===== src/rtl/sr_strobe_gen_if.sv =====
// Button inputs and strobe/status outputs of the SR latch strobe generator.
interface sr_strobe_gen_if;
  logic btn_set;
  logic btn_reset;
  logic S_bar;
  logic R_bar;
  logic set_level;
  logic reset_level;
  logic busy;
  logic conflict;

  modport master (
    output btn_set, btn_reset,
    input  S_bar, R_bar, set_level, reset_level, busy, conflict
  );

  modport slave (
    input  btn_set, btn_reset,
    output S_bar, R_bar, set_level, reset_level, busy, conflict
  );
endinterface


===== src/rtl/sr_strobe_gen.sv =====
// Debounces two raw buttons and issues fixed-width, mutually exclusive active-low
// set/reset strobes for a NAND SR latch; strobes are registered straight from the FSM.
module sr_strobe_gen #(
  parameter int DEBOUNCE_CYCLES = 16,
  parameter int PULSE_CYCLES    = 2
) (
  input  logic            clk,
  input  logic            rst_n,
  sr_strobe_gen_if.slave  bus
);

  typedef enum logic [1:0] {IDLE, PULSE_S, PULSE_R, GAP} state_e;

  localparam logic [7:0] DB_LAST = 8'(DEBOUNCE_CYCLES);
  localparam logic [3:0] PW_LAST = 4'(PULSE_CYCLES - 1);

  // Index 0 is the set button, index 1 the reset button.
  logic [1:0] btn;
  logic [1:0] sync1_q, sync2_q, lvl_q;
  logic [7:0] cnt_q [2];
  logic [1:0] toggle, rise;

  state_e     state_q;
  logic [3:0] pcnt_q;
  logic       s_bar_q, r_bar_q;
  logic       pend_s_q, pend_r_q;
  logic       busy_q, conflict_q;

  logic       ev_s, ev_r, start_s, start_r, can_start;
  logic       pend_s_d, pend_r_d, busy_d, conflict_d;

  assign btn = {bus.btn_reset, bus.btn_set};

  always_comb begin
    toggle = '0;
    rise   = '0;
    for (int i = 0; i < 2; i++) begin
      toggle[i] = (sync2_q[i] != lvl_q[i]) && (cnt_q[i] == DB_LAST);
      rise[i]   = toggle[i] && !lvl_q[i];
    end
  end

  always_ff @(posedge clk or negedge rst_n) begin
    if (!rst_n) begin
      sync1_q <= '0;
      sync2_q <= '0;
      lvl_q   <= '0;
      cnt_q   <= '{default: '0};
    end else begin
      sync1_q <= btn;
      sync2_q <= sync1_q;
      for (int i = 0; i < 2; i++) begin
        if (sync2_q[i] == lvl_q[i] || toggle[i]) cnt_q[i] <= '0;
        else                                     cnt_q[i] <= cnt_q[i] + 8'd1;
        if (toggle[i]) lvl_q[i] <= ~lvl_q[i];
      end
    end
  end

  // Simultaneous presses: reset wins and the set press is dropped outright.
  assign ev_r       = rise[1];
  assign ev_s       = rise[0] && !rise[1];
  assign conflict_d = rise[0] && rise[1];

  // GAP hands straight to the next pending pulse, so back-to-back service is
  // pulse+gap per strobe with no extra idle cycle in between.
  assign can_start = (state_q == IDLE) || (state_q == GAP);
  assign start_r   = can_start && pend_r_q;
  assign start_s   = can_start && !pend_r_q && pend_s_q;

  assign pend_r_d = (pend_r_q && !start_r) || ev_r;
  assign pend_s_d = (pend_s_q && !start_s) || ev_s;
  assign busy_d   = (state_q == PULSE_S) || (state_q == PULSE_R) ||
                    pend_r_q || pend_s_q || ev_r || ev_s;

  always_ff @(posedge clk or negedge rst_n) begin
    if (!rst_n) begin
      state_q    <= IDLE;
      pcnt_q     <= '0;
      s_bar_q    <= 1'b1;
      r_bar_q    <= 1'b1;
      pend_s_q   <= 1'b0;
      pend_r_q   <= 1'b0;
      busy_q     <= 1'b0;
      conflict_q <= 1'b0;
    end else begin
      pend_s_q   <= pend_s_d;
      pend_r_q   <= pend_r_d;
      busy_q     <= busy_d;
      conflict_q <= conflict_d;
      case (state_q)
        IDLE, GAP: begin
          pcnt_q <= '0;
          if (start_r) begin
            state_q <= PULSE_R;
            r_bar_q <= 1'b0;
          end else if (start_s) begin
            state_q <= PULSE_S;
            s_bar_q <= 1'b0;
          end else begin
            state_q <= IDLE;
          end
        end
        PULSE_S, PULSE_R: begin
          if (pcnt_q == PW_LAST) begin
            state_q <= GAP;
            s_bar_q <= 1'b1;
            r_bar_q <= 1'b1;
          end else begin
            pcnt_q <= pcnt_q + 4'd1;
          end
        end
        default: begin
          state_q <= IDLE;
          s_bar_q <= 1'b1;
          r_bar_q <= 1'b1;
        end
      endcase
    end
  end

  assign bus.S_bar       = s_bar_q;
  assign bus.R_bar       = r_bar_q;
  assign bus.set_level   = lvl_q[0];
  assign bus.reset_level = lvl_q[1];
  assign bus.busy        = busy_q;
  assign bus.conflict    = conflict_q;

endmodule

===== src/flat_wrapper.sv =====
// flat-port wrapper written by rule: the top's interface ports become plain ports
module sr_strobe_gen_flat 
#(
  parameter int DEBOUNCE_CYCLES = 16,
  parameter int PULSE_CYCLES    = 2
)
  (clk, rst_n, bus_btn_set, bus_btn_reset, bus_S_bar, bus_R_bar, bus_set_level, bus_reset_level, bus_busy, bus_conflict);
  sr_strobe_gen_if bus_i ();
  input  logic clk;
  input  logic rst_n;
  input wire logic [$bits(bus_i.btn_set)-1:0] bus_btn_set;
  input wire logic [$bits(bus_i.btn_reset)-1:0] bus_btn_reset;
  output wire logic [$bits(bus_i.S_bar)-1:0] bus_S_bar;
  output wire logic [$bits(bus_i.R_bar)-1:0] bus_R_bar;
  output wire logic [$bits(bus_i.set_level)-1:0] bus_set_level;
  output wire logic [$bits(bus_i.reset_level)-1:0] bus_reset_level;
  output wire logic [$bits(bus_i.busy)-1:0] bus_busy;
  output wire logic [$bits(bus_i.conflict)-1:0] bus_conflict;
  assign bus_i.btn_set = bus_btn_set;
  assign bus_i.btn_reset = bus_btn_reset;
  assign bus_S_bar = bus_i.S_bar;
  assign bus_R_bar = bus_i.R_bar;
  assign bus_set_level = bus_i.set_level;
  assign bus_reset_level = bus_i.reset_level;
  assign bus_busy = bus_i.busy;
  assign bus_conflict = bus_i.conflict;
  sr_strobe_gen #(.DEBOUNCE_CYCLES(DEBOUNCE_CYCLES), .PULSE_CYCLES(PULSE_CYCLES)) u_core (.clk(clk), .rst_n(rst_n), .bus(bus_i));
endmodule

===== config.mk =====
export PLATFORM = sky130hd
export DESIGN_NAME = sr_strobe_gen_flat
export DESIGN_NICKNAME = d
export VERILOG_FILES = /design/src/rtl/sr_strobe_gen_if.sv /design/src/rtl/sr_strobe_gen.sv /design/src/flat_wrapper.sv
export SDC_FILE = /design/constraint.sdc
export NUM_CORES = 1
export LEC_CHECK = 0
export CELL_PAD_IN_SITES_DETAIL_PLACEMENT = 1
export CELL_PAD_IN_SITES_GLOBAL_PLACEMENT = 2
export CORE_MARGIN = 8
export CORE_UTILIZATION = 38
export CTS_CLUSTER_SIZE = 40
export DETAILED_ROUTE_END_ITERATION = 7
export PLACE_DENSITY_LB_ADDON = 0.08
export SYNTH_ARGS = -nofsm -noshare
export SYNTH_HDL_FRONTEND = slang
export SYNTH_SLANG_ARGS = --single-unit

===== constraint.sdc =====
create_clock -name clk -period 2.6 [get_ports clk]
set_clock_uncertainty 0.15 [all_clocks]
set_input_delay 0.52 -clock clk [delete_from_list [all_inputs] [get_ports clk]]
set_output_delay 0.52 -clock clk [all_outputs]
set_load 0.02 [all_outputs]

Word level (Yosys, flattened, before mapping)
Index checks and enable logic that the tools add are counted.
{ "totals": {"regBits": 34} }
{ "classes": {"n_addsub": 3, "eq_ne": 15, "mux": 14, "n_bitwise": 2, "n_reduce_logical": 32} }
{ "op_table": {"columns": ["op", "count"], "rows": [
  ["$add 8x1->8 const B", 2],
  ["$eq 8x5->1 const B", 2],
  ["$mux 8", 2],
  ["$logic_and 1x1->1", 11],
  ["$logic_or 1x1->1", 10],
  ["$pmux 4 s2", 1],
  ["$logic_not 1->1", 6],
  ["$ne 2x1->1 const B", 3],
  ["$mux 1", 5],
  ["$add 4x1->4 const B", 1],
  ["$eq 2x2->1 const B", 2],
  ["$eq 4x1->1 const B", 1],
  ["$mux 2", 2],
  ["$mux 4", 1],
  ["$ne 2x2->1 const B", 2],
  ["$pmux 1 s2", 2],
  ["$pmux 2 s2", 1],
  ["$reduce_or 2->1", 2],
  ["$reduce_and 3->1", 1],
  ["$eq 1x1->1", 2],
  ["$eq 2x1->1 const B", 1],
  ["$logic_not 2->1", 1],
  ["$ne 1x1->1", 2],
  ["$not 1->1", 2],
  ["$reduce_and 2->1", 1]
]} }

Logic depth before layout (Yosys ltp)
Gate-level depths: netlist (run 1).
{ "depth": {"ltp_word": 7, "mapped_depth": 5} }

Worst setup path after synthesis (run 1)
OpenSTA, ideal clock, no wires.
{ "synth_timing": {"kind": "register to register", "startpoint": "register u_core.cnt_q[8] in the netlist's numbering", "endpoint": "register u_core.cnt_q[10] in the netlist's numbering", "setup_time_ns": 0.137, "t_arrival_ns": 1.608, "path_slack_ns": 0.705, "path_stages_with_launch": 6, "path_buffers": 0, "period_less_slack_ns": 1.895, "cell_sequence": "dfrtp_1 inv_1 ha_1 or4b_2 o21ai_1 nor2_1"} }
{ "synth_between": {"elab_chain_len": 4} }
{ "synth_lines": {"columns": ["item", "line", "source"], "rows": [
  ["start, declared", "sr_strobe_gen.sv:20", "logic [7:0] cnt_q [2];"],
  ["start signal, assigned by index", "sr_strobe_gen.sv:54", "else cnt_q[i] <= cnt_q[i] + 8'd1;"],
  ["branches (longest 3 deep; another with $add 8x1->8)", null, null],
  ["$mux 8 *", "sr_strobe_gen.sv:53", "if (sync2_q[i] == lvl_q[i] || toggle[i]) cnt_q[i] <= '0;"]
]} }
Mark *: on every way between the ends.
A chain may end at the register's enable or synchronous reset.

Worst setup path after layout (run 1)
{ "layout_timing": {"startpoint": "register u_core.cnt_q[8] in the netlist's numbering", "endpoint": "register u_core.cnt_q[12] in the netlist's numbering"} }
The elaborated chain is that of the path after synthesis.

==> run summary, run 1 <==
Slew HR - 60.84%
Peak Freq - 463.7 MHz
Die W - 79.77 um
CTS root buf - clkbuf_8
syn_nets - 156
FF/Latch Area - 853.3 um^2
Compound-Gate Fraction of Synth Area - 8.988%
initial antenna violation count - 0
Num CTS Buffers - 5
Tmin final - 2.157 ns
Worst Max-Slew Pin Slew - 0.5835 ns
Via Count - 1,106
Critical Path Start Type - register
Die Span Y - 79.77 um
Post-Synth Adder-Cell Area - 4.858%
Worst R2R Start - u_core.cnt_q[8]
status - complete, no violations
worst endpoint data arrival time - 2.14 ns
first-pass GRT wire length - 5.761 mm
CP Data Required Time - 2.59 ns
Cell Area, Synth - 1545 um^2
post-cts sizing count - 0
Hold Crit Start - u_core.sync1_q[1]
Avg Inst Size Synth - 10.58 um^2
Final ANT Viol Nets - 0
vias per cell - 5.217
total setup buffers inserted after CTS - 0
CP peak stage delay - 0.61 ns
Post-Place Worst Slack - 0.4308 ns
global-route usage over all layers - 11.51%
clk slew on worst S/H paths - 0.06 ns
Port-buffer cells - 9
gr ovfl total - 0
share of layout cells above drive strength 1 - 12.35%
placed cells - 204
Seq/Total Area, Yosys - 55.22%
largest net degree at the start of global routing - 35
CORE AREA - 3971 um^2
CP max-delay cell - or4b_2
Synth Area in XOR/XNOR - 7.368%
CP cell instances - inv_1, ha_1, or4b_2, o21ai_1, nor2_1
Antenna diodes - 0
Synth Area in Simple Gates - 19.51%
CTS HTree Levels - 2
Fin Hold WS - 0.1980 ns
Final Hold Viols - 0
Setup crit end kind - register
Layout area overhead - 17.25%
Cell variety after synth - 31
synthesized flop and latch total - 34
Leak - 0.7972 nW
DP HPWL - 2.266 mm
post-route clock period utilization - 82.95%
Setup Crit Path Kind - register to register
Starting Density - 38.91%
RSZ-0062 raised after global routing - no
non-filler cells, final - 212
area occupied by multi-input gates - 650.6 um^2
Setup TNS - 0 ns
Final setup viols - 0
slack of the critical path - 0.4433 ns
DIE AREA - 6363 um^2
top cell type's share of synthesized area - 51.82%
hold_buf cts - 0
Synth warnings - 0
total power - 1.057 mW
io pins - 10
Bufs on Longest Clock Path - 2
Worst-Skew Late Latency - 0.28 ns
Hold Crit Class - register to register
cell count after synthesis - 146
VDD IR max - 323.2 uV
largest family of logic cells by synthesized area - simple AND/OR/NAND/NOR gates
TritonCTS clock tree - yes
clk sinks - 34
# rows - 23
Total Nets Final - 171
Yosys top cell by area - dfrtp_1
final routed DRC violation total - 0
CP Max Fanout - 8
Max Cap Viol - 0
routed wire length - 3.085 mm
Final Max Slew Viols - 0
post-synthesis mux area share - 1.377%
leading post-synthesis cells by cell area - dfrtp_1 52%, ha_1 4.9%, xor2_1 4.5%
routed len/inst - 14.55 um
Setup crit start - u_core.cnt_q[8]
PwrDens - 583.7 nW/um^2
TritonRoute pass-1 iters - 2
Fill cells - 453
vias in the first global route - 1,213
RD Place Congestion - 0.7296
DRT iter0 DRCs - 46
==> final timing paths <==
kind	depth (start not counted)	slack [ns]	to
min	0	0.20	u_core.sync2_q[1]
max in group asynchronous	2	1.47	u_core.bus.S_bar
max reg2reg	5	0.44	u_core.cnt_q[12]
max	5	0.44	u_core.cnt_q[12]
min in group asynchronous	2	0.49	u_core.cnt_q[13]
min reg2reg	0	0.20	u_core.sync2_q[1]
==> power by group <==
part / total [mW] / internal, mW / switching, mW
combinational: 0.0577 / 0.0238 / 0.0339
clock: 0.448 / 0.267 / 0.181
sequential: 0.552 / 0.541 / 0.0110
==> registers in the layout (all words and copies together), names as in the netlist <==
name and count:
u_core.bus.R_bar 1, u_core.pcnt_q 4, u_core.pend_r_q 1, u_core.cnt_q 16
u_core.bus.conflict 1, u_core.sync1_q 2, u_core.bus.busy 1, u_core.state_q 2
u_core.pend_s_q 1, u_core.lvl_q 2, u_core.sync2_q 2, u_core.bus.S_bar 1
==> final cells by class <==
| type | count | share of cell area [%] |
|---|---|---|
| multi-input cells | 101 | 35.91 |
| well taps | 50 | 3.453 |
| inverters | 8 | 1.657 |
| flip-flops and latches | 34 | 47.10 |
| repair buffers | 11 | 5.801 |
| clock buffers | 8 | 6.077 |
==> metal layers <==
metal | wire length, um | track usage [%]
met3 | 134 | 4.505
met2 | 1493 | 18.01
met4 | 76 | 5.273
met5 | 0 | 0
met1 | 1380 | 13.60
==> cell usage in the layout, fill, tap and decap left out <==
master           Yosys  routed
o21ai_0             10      10
or3_1                6       6
or4b_2               1       1
nor3b_1              2       2
clkbuf_8             0       8
or3b_2               3       3
or4_4                1       1
nor4b_1              1       1
nor2_2               1       1
nor3_1               3       3
xnor2_1              5       5
nand2_1              8       8
a21oi_1             11      11
mux2_2               1       1
nor4_1               1       1
nor2_1              13      13
ha_1                 6       6
mux2i_1              1       1
nand4b_1             1       1
nand3_1              9       9
xor2_1               8       8
nand4_1              2       2
a211oi_1             1       1
o22a_1               1       1
dfrtp_1             32      32
buf_4                0       2
o31ai_1              1       1
clkdlybuf4s50_1      0       9
inv_1                8       8
nor2b_1              1       1
dfstp_2              2       2
or4b_4               1       1
o21ai_1              2       2
==> synthesized netlist by cell type <==
library cell,number
mux2i_1,1
inv_1,8
nand4b_1,1
o31ai_1,1
o21ai_1,2
or3_1,6
or4b_4,1
nor4b_1,1
nor2_1,13
xnor2_1,5
a21oi_1,11
nor4_1,1
nor3_1,3
nand3_1,9
nor2_2,1
clkbuf_1,3
dfrtp_1,32
nor3b_1,2
a211oi_1,1
xor2_1,8
nor2b_1,1
o22a_1,1
nand4_1,2
or4_4,1
or4b_2,1
dfstp_2,2
o21ai_0,10
nand2_1,8
or3b_2,3
mux2_2,1
ha_1,6
==> logic make-up after synthesis <==
logic type / after synthesis
muxes: 2
buffers and inverters: 11
and+or+nand+nor: 54
adders and majority gates: 6
DFF: 34
xor gates and xnor gates: 13
AOI/OAI and AO/OA: 26
==> stage by stage <==
| stage | util (%) | area, um^2 |
|---|---|---|
| after detailed placement | 42.85 | 1702 |
| after floorplan | - | 1545 |
| after global routing | 45.62 | 1812 |
| after CTS | 45.62 | 1812 |
| final | 45.62 | 1812 |
| after global placement | 42.85 | 1702 |
==> critical path, delay by kind of cell (launching register included) <==
family,cells,cell delay (ns)
AO/OA/AOI/OAI,1,0.51
adder cells (fa/ha/maj),1,0.15
buffers and inverters,1,0.07
flip-flops,1,0.41
AND/OR/NAND/NOR,2,0.74
(Power assumes the default switching activity.)
==> inputs of run 2 (changes only) <==
--- a/config.mk
+++ b/config.mk
@@ -8,7 +8,7 @@
 export CELL_PAD_IN_SITES_DETAIL_PLACEMENT = 1
 export CELL_PAD_IN_SITES_GLOBAL_PLACEMENT = 2
 export CORE_MARGIN = 8
-export CORE_UTILIZATION = 38
+export CORE_UTILIZATION = 34
 export CTS_CLUSTER_SIZE = 40
 export DETAILED_ROUTE_END_ITERATION = 7
 export PLACE_DENSITY_LB_ADDON = 0.08
==> constraint.sdc (replaced) <==
create_clock -name clk -period 1.9 [get_ports clk]
set_clock_uncertainty 0.15 [all_clocks]
set_input_delay 0.38 -clock clk [delete_from_list [all_inputs] [get_ports clk]]
set_output_delay 0.38 -clock clk [all_outputs]
set_load 0.02 [all_outputs]
==> run 2 against run 1 <==
Routed wire length rose by 1.8%. Sequential power rose by 36%. Cell area rose by 4.1%. First-iteration DRC count fell by 50%. Setup slack got worse by 0.37 ns. Core utilization fell by 2.3 points. Largest cell class unchanged. Via count rose by 2.9%. Final cell count rose by 5.7%. Sequential share of layout area fell by 1.8 points. Register-to-register slack got worse by 0.37 ns.
==> run summary, run 2 (synthesis results as in run 1) <==
status - complete, no violations
cell count of the worst reg-to-reg path - 3 (-2)
Max Cap Viol - 0 (unchanged)
Comb pwr share - 7.8% (+2.3 points)
most frequent cells in the layout - 32 x dfrtp_1, 13 x nor2_1, 11 x a21oi_1, 11 x buf_4, 10 x o21ai_0
area of placed instances - 1779 um^2 (+4.6%)
Final Hold Viols - 0 (unchanged)
gr ovfl total - 0 (unchanged)
share of layout cells above drive strength 1 - 17.44% (+5.1 points)
met1 wire length - 1.524 mm (+10%)
Worst Max-Slew Pin Slew - 0.5257 ns (-0.05780 ns)
first-pass GRT wire length - 5.602 mm (-2.8%)
Leak - 0.8573 nW (+7.5%)
Slew HR - 64.70% (+3.9 points)
global-route usage over all layers - 9.658% (-1.9 points)
Final Max Slew Viols - 0 (unchanged)
Worst-Skew Late Latency - 0.28 ns (about the same)
Bufs on Longest Clock Path - 2 (unchanged)
DR WL met2 - 1.434 mm (-4.0%)
CP Max Fanout - 5 (-3)
post-route clock period utilization - 96.35% (+13 points)
Worst R2R Start - u_core.cnt_q[5]
Final ANT Viol Nets - 0 (unchanged)
DP HPWL - 2.289 mm (+1.0%)
Hold Crit Class - register to register
clk slew on worst S/H paths - 0.07 ns (about the same)
hold_buf cts - 0 (unchanged)
Finished Core Util - 43.30% (-2.3 points)
io pins - 10 (unchanged)
Hold Crit Start - u_core.sync1_q[1]
net switching power - 0.3171 mW (+40%)
Die W - 83.42 um (+4.6%)
final routed DRC violation total - 0 (unchanged)
non-filler cells, final - 224 (+5.7%)
final instance area - 1886 um^2 (+4.1%)
vias per cell - 5.080 (-2.6%)
routed wire length - 3.142 mm (+1.8%)
CTS root buf - clkbuf_8
clk sinks - 34 (unchanged)
DRT iter0 DRCs - 23 (-50%)
Fill cells - 489 (+7.9%)
initial antenna violation count - 0 (unchanged)
largest registers - u_core.cnt_q x16, u_core.pcnt_q x4
endpoint of the worst hold path - u_core.sync2_q[1]
CORE AREA - 4354 um^2 (+9.6%)
vias in the first global route - 1,187 (-2.1%)
Post-Place Worst Slack - 0.03070 ns (-0.4001 ns)
Setup Crit Path Kind - register to register
VDD IR max - 421.5 uV (+30%)
Tmin final - 1.831 ns (-0.3260 ns)
Num CTS Buffers - 5 (unchanged)
CTS HTree Levels - 2 (unchanged)
Port-buffer cells - 9 (unchanged)
leading cell type in the layout, fill and taps excluded - dfrtp_1
Starting Density - 35.49% (-3.4 points)
TritonRoute pass-1 iters - 3 (+1)
internal power - 1.088 mW (+31%)
max layer used - met4
Layout area overhead - 22.02%
Via Count - 1,138 (+2.9%)
TritonCTS clock tree - yes
r2r endpoint - u_core.bus.conflict
Antenna diodes - 0 (unchanged)
routed len/inst - 14.03 um (-3.6%)
PwrDens - 745.1 nW/um^2 (+28%)
Setup crit end kind - register
switching part of the total - 22.57% (+1.2 points)
Critical Path Start Type - register
Worst Hold Depth - 0 (unchanged)
clock share of power - 38.8% (-3.6 points)
Peak Freq - 546.2 MHz (+18%)
r2r setup slk - 0.07 ns (-0.37 ns)
Total Nets Final - 181 (+5.8%)
CP Data Required Time - 1.96 ns (-0.63 ns)
max FFs per register - 16 (unchanged)
largest net degree at the start of global routing - 35 (unchanged)
RD Place Congestion - 0.7279 (-0.23%)
slack of the critical path - 0.06928 ns (-0.3740 ns)
total setup buffers inserted after CTS - 0 (unchanged)
# rows - 24 (+4.3%)
Biggest register - u_core.cnt_q
worst endpoint data arrival time - 1.89 ns (-0.25 ns)
Final setup viols - 0 (unchanged)
DR WL met3 - 149 um (+11%)
DIE AREA - 6958 um^2 (+9.3%)
sequential share of power - 53.4% (+1.2 points)
Die Span Y - 83.42 um (+4.6%)
placed cells - 216 (+5.9%)
run 2: changes by cell type in the layout (fill, tap and decap cells not counted), moves of 2 or more:
cell / previous run / this run
buf_4: 2 / 11
clkbuf_1: 0 / 2
clkbuf_8: 8 / 6
clkdlybuf4s50_1: 9 / 6
dlygate4sd2_1: 0 / 3
run 2: layout make-up:
cell class              count  area (um^2)  area share [%]
flip-flops and latches     34        853.3           45.26
multi-input cells         101        666.9           35.37
repair buffers             21        180.2           9.555
clock buffers               8        90.09           4.778
well taps                  52        65.06           3.451
inverters                   8        30.03           1.593
run 2: how the worst max path moves through the flow:
stage                                      to  slack (ns)       startpoint  cells after the start
after global routing          u_core.pend_s_q       -0.01  u_core.cnt_q[8]                      5
after global placement    u_core.bus.conflict        0.08  u_core.cnt_q[5]                      3
after floorplan              u_core.cnt_q[10]       0.005  u_core.cnt_q[8]                      5
after CTS                     u_core.cnt_q[5]        0.01  u_core.cnt_q[1]                      7
final                     u_core.bus.conflict        0.07  u_core.cnt_q[5]                      3
after detailed placement     u_core.cnt_q[10]        0.03  u_core.cnt_q[9]                      6
run 2: stage by stage:
| stage | TNS, ns | hold WS (ns) | total power, mW |
|---|---|---|---|
| floorplan | 0 | -0.06559 | 0.8103 |
| global placement | 0 | 0.1835 | 0.8622 |
| detailed placement | 0 | 0.1865 | 0.8711 |
| CTS | 0 | 0.2035 | 1.434 |
| global route | -0.01130 | 0.2194 | 1.484 |
| finish | 0 | 0.2013 | 1.405 |
run 2: what timing repair did:
item / in CTS / in global routing
pin swaps: 0 / 1
endpoints found under the setup margin: 3 / 18
gates resized for setup: 3 / 5
run 2: routing by layer:
| metal | global-route usage (%) | vias to the layer above |
|---|---|---|
| met1 | 11.84 | 567 |
| met2 | 14.50 | 14 |
| met4 | 4.239 | 0 |
| met5 | 0 | - |
| met3 | 3.906 | 4 |
| li1 | - | 553 |
run 2: power groups by stage:
stage | Combinational, mW | Clock (mW) | Sequential (mW)
final | 0.109 | 0.545 | 0.751
after floorplan | 0.0458 | 0 | 0.765
after global placement | 0.0990 | 0 | 0.763
after global routing | 0.125 | 0.607 | 0.753
after detailed placement | 0.107 | 0 | 0.764
after CTS | 0.107 | 0.576 | 0.750
run 2: worst max-delay path, cell delays in order, from the launching register on:
cell and delay [ns]:
dfrtp_1 0.42, or4b_4 0.57, or4_4 0.52, nor2_2 0.11
==> inputs of run 3 (changes only) <==
--- a/config.mk
+++ b/config.mk
@@ -5,6 +5,7 @@
 export SDC_FILE = /design/constraint.sdc
 export NUM_CORES = 1
 export LEC_CHECK = 0
+export ABC_AREA = 0
 export CELL_PAD_IN_SITES_DETAIL_PLACEMENT = 1
 export CELL_PAD_IN_SITES_GLOBAL_PLACEMENT = 2
 export CORE_MARGIN = 8
==> results of run 3 <==
The final DEF is identical to that of run 2; final timing and power are the same.
